**src/rtl/cordic_nco_feed_if.sv**
```systemverilog
// cordic_nco_feed_if: configuration handshake between a controller and the NCO feed
interface cordic_nco_feed_if #(
  parameter int WIDTH = 16,
  parameter int PHASE_WIDTH = 32
);
  logic cfg_valid;
  logic cfg_ready;
  logic [PHASE_WIDTH-1:0] cfg_freq;
  logic [PHASE_WIDTH-1:0] cfg_phase;
  logic [WIDTH-2:0] cfg_amp;
  modport master (output cfg_valid, cfg_freq, cfg_phase, cfg_amp, input cfg_ready);
  modport slave (input cfg_valid, cfg_freq, cfg_phase, cfg_amp, output cfg_ready);
endinterface

```
**src/rtl/cordic_nco_feed.sv**
```systemverilog
// cordic_nco_feed: phase accumulator and amplitude pre-scaler driving a rotating-mode CORDIC, with aligned valid/wrap
module cordic_nco_feed #(
  parameter int WIDTH = 16,
  parameter int PHASE_WIDTH = 32,
  parameter int ITERATIONS = WIDTH + 2,
  parameter int CORDIC_LATENCY = ITERATIONS + 2,
  parameter int INV_K = 39797
) (
  input  logic clk,
  input  logic reset,
  input  logic enable_i,
  cordic_nco_feed_if.slave cfg,
  output logic [WIDTH-1:0] x0_o,
  output logic [WIDTH-1:0] y0_o,
  output logic [WIDTH-1:0] z0_o,
  output logic in_valid_o,
  output logic out_valid_o,
  output logic out_wrap_o
);
  localparam int PROD_W = WIDTH + 16;
  typedef enum logic [1:0] {IDLE, LOAD, RUN} state_t;
  state_t state_q;
  logic [PHASE_WIDTH-1:0] acc_q, freq_q, phase_q;
  logic [WIDTH-2:0] amp_q;
  logic [WIDTH-1:0] x0_q, z0_q;
  logic in_valid_q, in_wrap_q;
  logic [CORDIC_LATENCY-1:0] dv_q, dw_q;
  logic accept;
  logic [PHASE_WIDTH:0] acc_sum;
  logic [PROD_W-1:0] prod_d;
  assign accept = cfg.cfg_valid & cfg.cfg_ready;
  assign acc_sum = {1'b0, acc_q} + {1'b0, freq_q};
  // amp * (1/K) in Q0.16, rounded to nearest; the top bit stays clear so x0 is a non-negative signed value
  assign prod_d = PROD_W'(amp_q) * PROD_W'(INV_K) + (PROD_W'(1) << 15);
  always_ff @(posedge clk or posedge reset) begin
    if (reset) begin
      state_q <= IDLE;
      acc_q <= '0;
      freq_q <= '0;
      phase_q <= '0;
      amp_q <= '0;
      x0_q <= '0;
      z0_q <= '0;
      in_valid_q <= 1'b0;
      in_wrap_q <= 1'b0;
      dv_q <= '0;
      dw_q <= '0;
    end else begin
      dv_q <= {dv_q[CORDIC_LATENCY-2:0], in_valid_q};
      dw_q <= {dw_q[CORDIC_LATENCY-2:0], in_wrap_q};
      in_valid_q <= state_q == RUN;
      in_wrap_q <= state_q == RUN && acc_sum[PHASE_WIDTH];
      if (accept) begin
        freq_q <= cfg.cfg_freq;
        phase_q <= cfg.cfg_phase;
        amp_q <= cfg.cfg_amp;
      end
      case (state_q)
        IDLE: state_q <= accept ? LOAD : enable_i ? RUN : IDLE;
        LOAD: begin
          acc_q <= phase_q;
          x0_q <= prod_d[PROD_W-1 -: WIDTH];
          state_q <= enable_i ? RUN : IDLE;
        end
        RUN: begin
          z0_q <= acc_q[PHASE_WIDTH-1 -: WIDTH];
          acc_q <= acc_sum[PHASE_WIDTH-1:0];
          state_q <= accept ? LOAD : enable_i ? RUN : IDLE;
        end
        default: state_q <= IDLE;
      endcase
    end
  end
  assign cfg.cfg_ready = state_q != LOAD;
  assign x0_o = x0_q;
  assign y0_o = '0;
  assign z0_o = z0_q;
  assign in_valid_o = in_valid_q;
  assign out_valid_o = dv_q[CORDIC_LATENCY-1];
  assign out_wrap_o = dw_q[CORDIC_LATENCY-1];
endmodule

```
**src/flat_wrapper.sv**
```systemverilog
// flat-port wrapper written by rule: the top's interface ports become plain ports
module cordic_nco_feed_flat 
#(
  parameter int WIDTH = 16,
  parameter int PHASE_WIDTH = 32,
  parameter int ITERATIONS = WIDTH + 2,
  parameter int CORDIC_LATENCY = ITERATIONS + 2,
  parameter int INV_K = 39797
)
  (clk, reset, enable_i, x0_o, y0_o, z0_o, in_valid_o, out_valid_o, out_wrap_o, cfg_cfg_valid, cfg_cfg_freq, cfg_cfg_phase, cfg_cfg_amp, cfg_cfg_ready);
  cordic_nco_feed_if #(.WIDTH(WIDTH), .PHASE_WIDTH(PHASE_WIDTH)) cfg_i ();
  input  logic clk;
  input  logic reset;
  input  logic enable_i;
  output logic [WIDTH-1:0] x0_o;
  output logic [WIDTH-1:0] y0_o;
  output logic [WIDTH-1:0] z0_o;
  output logic in_valid_o;
  output logic out_valid_o;
  output logic out_wrap_o;
  input wire logic [$bits(cfg_i.cfg_valid)-1:0] cfg_cfg_valid;
  input wire logic [$bits(cfg_i.cfg_freq)-1:0] cfg_cfg_freq;
  input wire logic [$bits(cfg_i.cfg_phase)-1:0] cfg_cfg_phase;
  input wire logic [$bits(cfg_i.cfg_amp)-1:0] cfg_cfg_amp;
  output wire logic [$bits(cfg_i.cfg_ready)-1:0] cfg_cfg_ready;
  assign cfg_i.cfg_valid = cfg_cfg_valid;
  assign cfg_i.cfg_freq = cfg_cfg_freq;
  assign cfg_i.cfg_phase = cfg_cfg_phase;
  assign cfg_i.cfg_amp = cfg_cfg_amp;
  assign cfg_cfg_ready = cfg_i.cfg_ready;
  cordic_nco_feed #(.WIDTH(WIDTH), .PHASE_WIDTH(PHASE_WIDTH), .ITERATIONS(ITERATIONS), .CORDIC_LATENCY(CORDIC_LATENCY), .INV_K(INV_K)) u_core (.clk(clk), .reset(reset), .enable_i(enable_i), .cfg(cfg_i), .x0_o(x0_o), .y0_o(y0_o), .z0_o(z0_o), .in_valid_o(in_valid_o), .out_valid_o(out_valid_o), .out_wrap_o(out_wrap_o));
endmodule
```
**config.mk**
```make
export PLATFORM = sky130hd
export DESIGN_NAME = cordic_nco_feed_flat
export DESIGN_NICKNAME = d
export VERILOG_FILES = /design/src/rtl/cordic_nco_feed_if.sv /design/src/rtl/cordic_nco_feed.sv /design/src/flat_wrapper.sv
export SDC_FILE = /design/constraint.sdc
export NUM_CORES = 1
export LEC_CHECK = 0
export ABC_AREA = 1
export CAP_MARGIN = 0
export CORE_AREA = 2 2 223 225
export DETAILED_ROUTE_END_ITERATION = 10
export DIE_AREA = 0 0 225 227
export MAX_ROUTING_LAYER = met4
export PLACE_DENSITY = 0.44
export SETUP_SLACK_MARGIN = 0.02
export SYNTH_ARGS = -nofsm -noshare
export SYNTH_HDL_FRONTEND = slang
export SYNTH_SLANG_ARGS = --single-unit
```
**constraint.sdc**
```tcl
create_clock -name clk -period 7.7 [get_ports clk]
set_input_delay 1.54 -clock clk [delete_from_list [all_inputs] [get_ports clk]]
set_output_delay 1.54 -clock clk [all_outputs]
set_load 0.02 [all_outputs]
```
# After elaboration in Yosys (flattened, before gate mapping)
# Index checks and enable logic that the tools add are counted.
word_totals:
  reg_bits: 187
  output_inout_bits: 52
  word_cells: 26
op_classes:
  n_addsub: 2
  n_mul: 1
  eq_ne: 3
  n_mux: 4
  bitwise_logic: 1
  n_reduce_logical: 4
op_table:
  columns: ["operator", "count"]
  rows:
  - ["$pmux 32 s2", 1]
  - ["$add 32x32->33", 1]
  - ["$add 31x16->32 const B", 1]
  - ["$mul 15x16->31 const B", 1]
  - ["$mux 2", 2]
  - ["$pmux 2 s2", 1]
  - ["$eq 2x1->1 const B", 1]
  - ["$eq 2x2->1 const B", 1]
  - ["$logic_not 2->1", 1]
  - ["$ne 2x1->1 const B", 1]
  - ["$reduce_bool 2->1", 1]
  - ["$reduce_or 2->1", 1]
  - ["$and 1x1->1", 1]
  - ["$logic_and 1x1->1", 1]

# Logic depth before layout (Yosys ltp)
depth:
  depth_word: 4
  depth_mapped: 23

# Worst setup path before layout
# No wires, ideal clock.
synth_timing:
  path_kind: "register -> register"
  startpoint: "reg u_core.amp_q[14]"
  endpoint: "reg u_core.x0_q[13] (netlist: u_core.x0_o[13])"
  setup_time_ps: 117
  t_arrival_ps: 4764
  t_required_ps: 7583
  setup_slack_ps: 2819
  path_stages_with_launch: 21
  n_path_buf: 0
  period_less_slack_ps: 4881
  cell_sequence: "dfrtp_1 -> ha_1 -> inv_1 -> fa_1 -> inv_1 -> fa_1 -> fa_1 -> fa_1 -> inv_1 -> fa_1 -> inv_1 -> ha_1 -> nand2_2 -> nor2_4 -> inv_2 -> nor4_2 -> nand2_1 -> nand2_1 -> nand2_1 -> nand3_1 -> nand2_1"
synth_between:
  elab_chain_cells: 2
synth_lines:
  columns: ["item", "line", "text"]
  rows:
  - ["start, declared", "cordic_nco_feed.sv:24", "logic [WIDTH-2:0] amp_q;"]
  - ["start signal, assigned", "cordic_nco_feed.sv:56", "amp_q <= cfg.cfg_amp;"]
  - ["$mul 15x16->31", "cordic_nco_feed.sv:34", "assign prod_d = PROD_W'(amp_q) * PROD_W'(INV_K) + (PROD_W'(1) << 15);"]
  - ["$add 31x16->32", "cordic_nco_feed.sv:34", null]
  - ["end signal, assigned", "cordic_nco_feed.sv:62", "x0_q <= prod_d[PROD_W-1 -: WIDTH];"]
  - ["end, declared", "cordic_nco_feed.sv:25", "logic [WIDTH-1:0] x0_q, z0_q;"]
# No other way between the ends.
# A chain may end at the register's enable or synchronous reset.

# Worst setup path after layout
layout_timing:
  startpoint: "reg u_core.amp_q[4]"
  endpoint: "reg u_core.x0_q[11] (netlist: u_core.x0_o[11])"
# Same word-level chain as after synthesis.

==> key figures <==
Status
  • Outcome: finished, final reports clean

Critical path
  • Launching point of the worst reg2reg path: u_core.amp_q[4]
  • Cell count along the critical path: 20
  • Chain of cells forming the critical path: inv_1 -> ha_1 -> inv_1 -> fa_1 -> fa_1 -> inv_1 -> fa_1 -> inv_1 -> fa_1 -> inv_1 -> fa_1 -> inv_1 -> ha_1 -> nand4_1 -> o21ai_0 -> nand2_1 -> nand3_2 -> nand2_1 -> nand3_1 -> nand2_1
  • Endpoint kind of the worst setup timing path: flip-flop
  • Reg-to-reg slack, setup: 2.19 ns
  • Cell occurring most often along the worst timing path: sky130_fd_sc_hd__inv_1
  • Worst reg2reg endpoint: u_core.x0_o[11]
  • Worst setup path category: reg2reg
  • Kind of cell with the highest combined delay on the critical path: adder cells
  • Biggest fanout along the worst timing path: 8
  • Peak per-stage delay on the critical path: 0.59 ns
  • Arrival time at the worst endpoint: 5.89 ns
  • Required time worst endpoint: 8.08 ns
  • Worst r2r path cells: 20
  • Max stage delay cell, worst path: sky130_fd_sc_hd__dfrtp_1
  • Buffers and inverters on the worst path: 6
  • Startpoint type of the worst setup path: flip-flop

Synthesis
  • Fraction of the yosys area taken by sequential cells: 0.3238
  • Ranking of synthesized cells by area: sky130_fd_sc_hd__dfrtp_1 (32%), sky130_fd_sc_hd__nand2_1 (16%), sky130_fd_sc_hd__fa_1 (13%)
  • Library cells used by synthesis: 41
  • Synthesized cell area: 14,450 um2
  • Most used flip-flop cell after synthesis: sky130_fd_sc_hd__dfrtp_1
  • Number of flops mapped to enable cells by yosys: 0
  • Fraction of registers with async set or reset after synthesis: 1.000
  • Leading area contributor after synthesis: sky130_fd_sc_hd__dfrtp_1
  • Cells after synthesis: 1,836
  • Yosys warning count: 0
  • Yosys top cell area share: 0.3238
  • Flip-flop and latch count after synthesis: 187
  • Mean cell area of the mapped netlist: 7.870 um2

Die
  • Vertical die dimension: 227 um
  • Core Footprint: 48,550 um2
  • Number of I/O pins: 135
  • Starting Density: 0.2977
  • Chip width: 225 um
  • Rows: 81
  • Die area: 51,080 um2

Timing
  • Max Clk Rate: 0.1814 GHz
  • Final total negative setup slack: 0 ns
  • Final critical-path share of the clock period: 0.7160
  • Setup repair after global routing missed its margin: no
  • Final Critical Period: 5.513 ns
  • Fin. max-slew vios: 0
  • Slew HR: 0.3955
  • Clock Skews: 0.01679 ns
  • Slew at the pin closest to its max-slew limit: 0.9067 ns
  • Hold violation count in the final report: 0
  • Worst-case hold slack: 0.3448 ns
  • Post-layout worst setup margin: 2.187 ns
  • Number of setup violations in the final report: 0

Placement
  • Routability-driven placement congestion ratio: 0.9285
  • Input/output buffers: 118
  • Setup slack after placement: 2.162 ns
  • Detailed Place HPWL: 32,010 um

Final layout
  • Final core utilization: 0.3462
  • Proportion of layout cells with a drive suffix above 1: 0.03581
  • Most common cell after layout, fill and taps aside: sky130_fd_sc_hd__nand2_1
  • Area Growth Syn to Fin: 16.30%
  • N_diodes: 0
  • Most frequent cells in the layout: sky130_fd_sc_hd__nand2_1 (621), sky130_fd_sc_hd__inv_1 (334), sky130_fd_sc_hd__dfrtp_1 (187), sky130_fd_sc_hd__ha_1 (153), sky130_fd_sc_hd__clkdlybuf4s50_1 (118)
  • Total number of nets in the final design: 2,274

Clock network
  • CTS resizes: 0
  • Max Root-Sink Buffers: 2
  • Clock insertion delay at the later pin of the skew report: 0.51 ns
  • CTS clock-pin slew for the worst setup and hold paths: 0.07 ns
  • Hold-fix buffer count after cts: 0
  • Clock sink count: 187
  • Number of buffers inserted during clock tree synthesis: 17
  • Clock Tree Root: sky130_fd_sc_hd__clkbuf_16
  • TritonCTS clock tree: built
  • Post-CTS repair timing setup buffer count: 0
  • Number of levels in the clock H-tree: 4

Worst hold path
  • Hold-critical path endpoint: u_core.dw_q[6]
  • Tightest Hold Check Type: reg2reg
  • Min-delay src: u_core.dw_q[5]
  • Number of cells on the worst hold path: 0

Route
  • Average detailed-routed wire length per instance: 15.57 um
  • Initial DRC count: 502
  • Via total after detailed routing: 11,352
  • Remaining design rule violation count: 0
  • Detail-routed via count per cell: 4.405
  • Antenna-violating nets left: 0
  • Routed wire length: 40,130 um
  • Number of detailed-routing iterations run before antenna repair: 5

Global routing
  • Pin count of the biggest net entering global routing: 121
  • Wire length of the first global-routing pass: 64,540 um
  • GRT overflow: 0
  • Number of antenna violations at the first check in global routing: 0
  • Number of global-route vias before repair: 11,844
  • GRT Total Usage: 0.1715

Job
  • Maximum capacitance violations: 0
## per-stage QoR
stage                     std cells  instance area [um2]
final                          2577                16800
after global routing           2577                16800
after CTS                      2577                16800
after detailed placement       2545                16240
after global placement         2545                16240
after floorplan                1851                14510
## Yosys cell counts (2+ instances only)
library cell	number
sky130_fd_sc_hd__nand2_1	621
sky130_fd_sc_hd__inv_1	335
sky130_fd_sc_hd__dfrtp_1	187
sky130_fd_sc_hd__ha_1	153
sky130_fd_sc_hd__fa_1	96
sky130_fd_sc_hd__nand3_1	79
sky130_fd_sc_hd__a21oi_1	76
sky130_fd_sc_hd__o21ai_0	76
sky130_fd_sc_hd__nor2_1	69
sky130_fd_sc_hd__clkbuf_1	21
sky130_fd_sc_hd__buf_4	20
sky130_fd_sc_hd__nand4_1	13
sky130_fd_sc_hd__xor2_1	12
sky130_fd_sc_hd__nor3_1	10
sky130_fd_sc_hd__buf_2	8
sky130_fd_sc_hd__nand2_2	8
sky130_fd_sc_hd__nor2_2	6
sky130_fd_sc_hd__o21bai_1	6
sky130_fd_sc_hd__o21ai_1	5
sky130_fd_sc_hd__a21o_1	3
sky130_fd_sc_hd__buf_1	3
sky130_fd_sc_hd__inv_2	3
sky130_fd_sc_hd__nand3_2	3
sky130_fd_sc_hd__or2_2	3
sky130_fd_sc_hd__a21boi_0	2
sky130_fd_sc_hd__a31oi_1	2
sky130_fd_sc_hd__nor3b_2	2
## routing by layer
layer / share of wire / vias up / wire [um] / GRT usage
li1: - / 5820 / - / -
met1: 0.47 / 5324 / 18730 / 0.2118
met2: 0.48 / 162 / 19300 / 0.2834
met3: 0.027 / 46 / 1065 / 0.02543
met4: 0.026 / 0 / 1033 / 0.06815
met5: 0 / - / 0 / -
## registers in the layout, indices dropped and copies added, names as in the netlist, 2 cells and up
| name | flops |
|---|---|
| u_core.acc_q | 32 |
| u_core.amp_q | 15 |
| u_core.dv_q | 20 |
| u_core.dw_q | 20 |
| u_core.freq_q | 32 |
| u_core.phase_q | 32 |
| u_core.state_q | 2 |
| u_core.x0_o | 16 |
| u_core.z0_o | 16 |
## logic make-up after synthesis
group,share of synthesized area
and+or+nand+nor,0.2309
other,0.0002595
DFF,0.3238
xor gates and xnor gates,0.007880
adders and majority gates,0.2655
AOI/OAI and AO/OA,0.06373
buffers and inverters,0.1079
## layout make-up
type	count	area [um2]
Tap cell	622	778.2
Clock buffer	20	456.7
Sequential cell	187	4679
Timing Repair Buffer	124	1226
Fill cell	5175	31740
Clock inverter	12	107.6
Multi-Input combinational cell	1272	8268
Inverter	340	1289
## worst max path at each step
stage                          startpoint               to  slack, ns
after floorplan                     reset  u_core.acc_q[0]       1.07
after global placement    u_core.amp_q[4]   u_core.x0_o[3]       2.19
final                     u_core.amp_q[4]  u_core.x0_o[11]       2.19
after global routing      u_core.amp_q[4]   u_core.x0_o[6]       1.79
after detailed placement  u_core.amp_q[4]   u_core.x0_o[3]       2.16
after CTS                 u_core.amp_q[4]  u_core.x0_o[14]       2.15
Power is not shown: default switching activity piles up to over one toggle a cycle in this logic, so the estimate is an artifact.
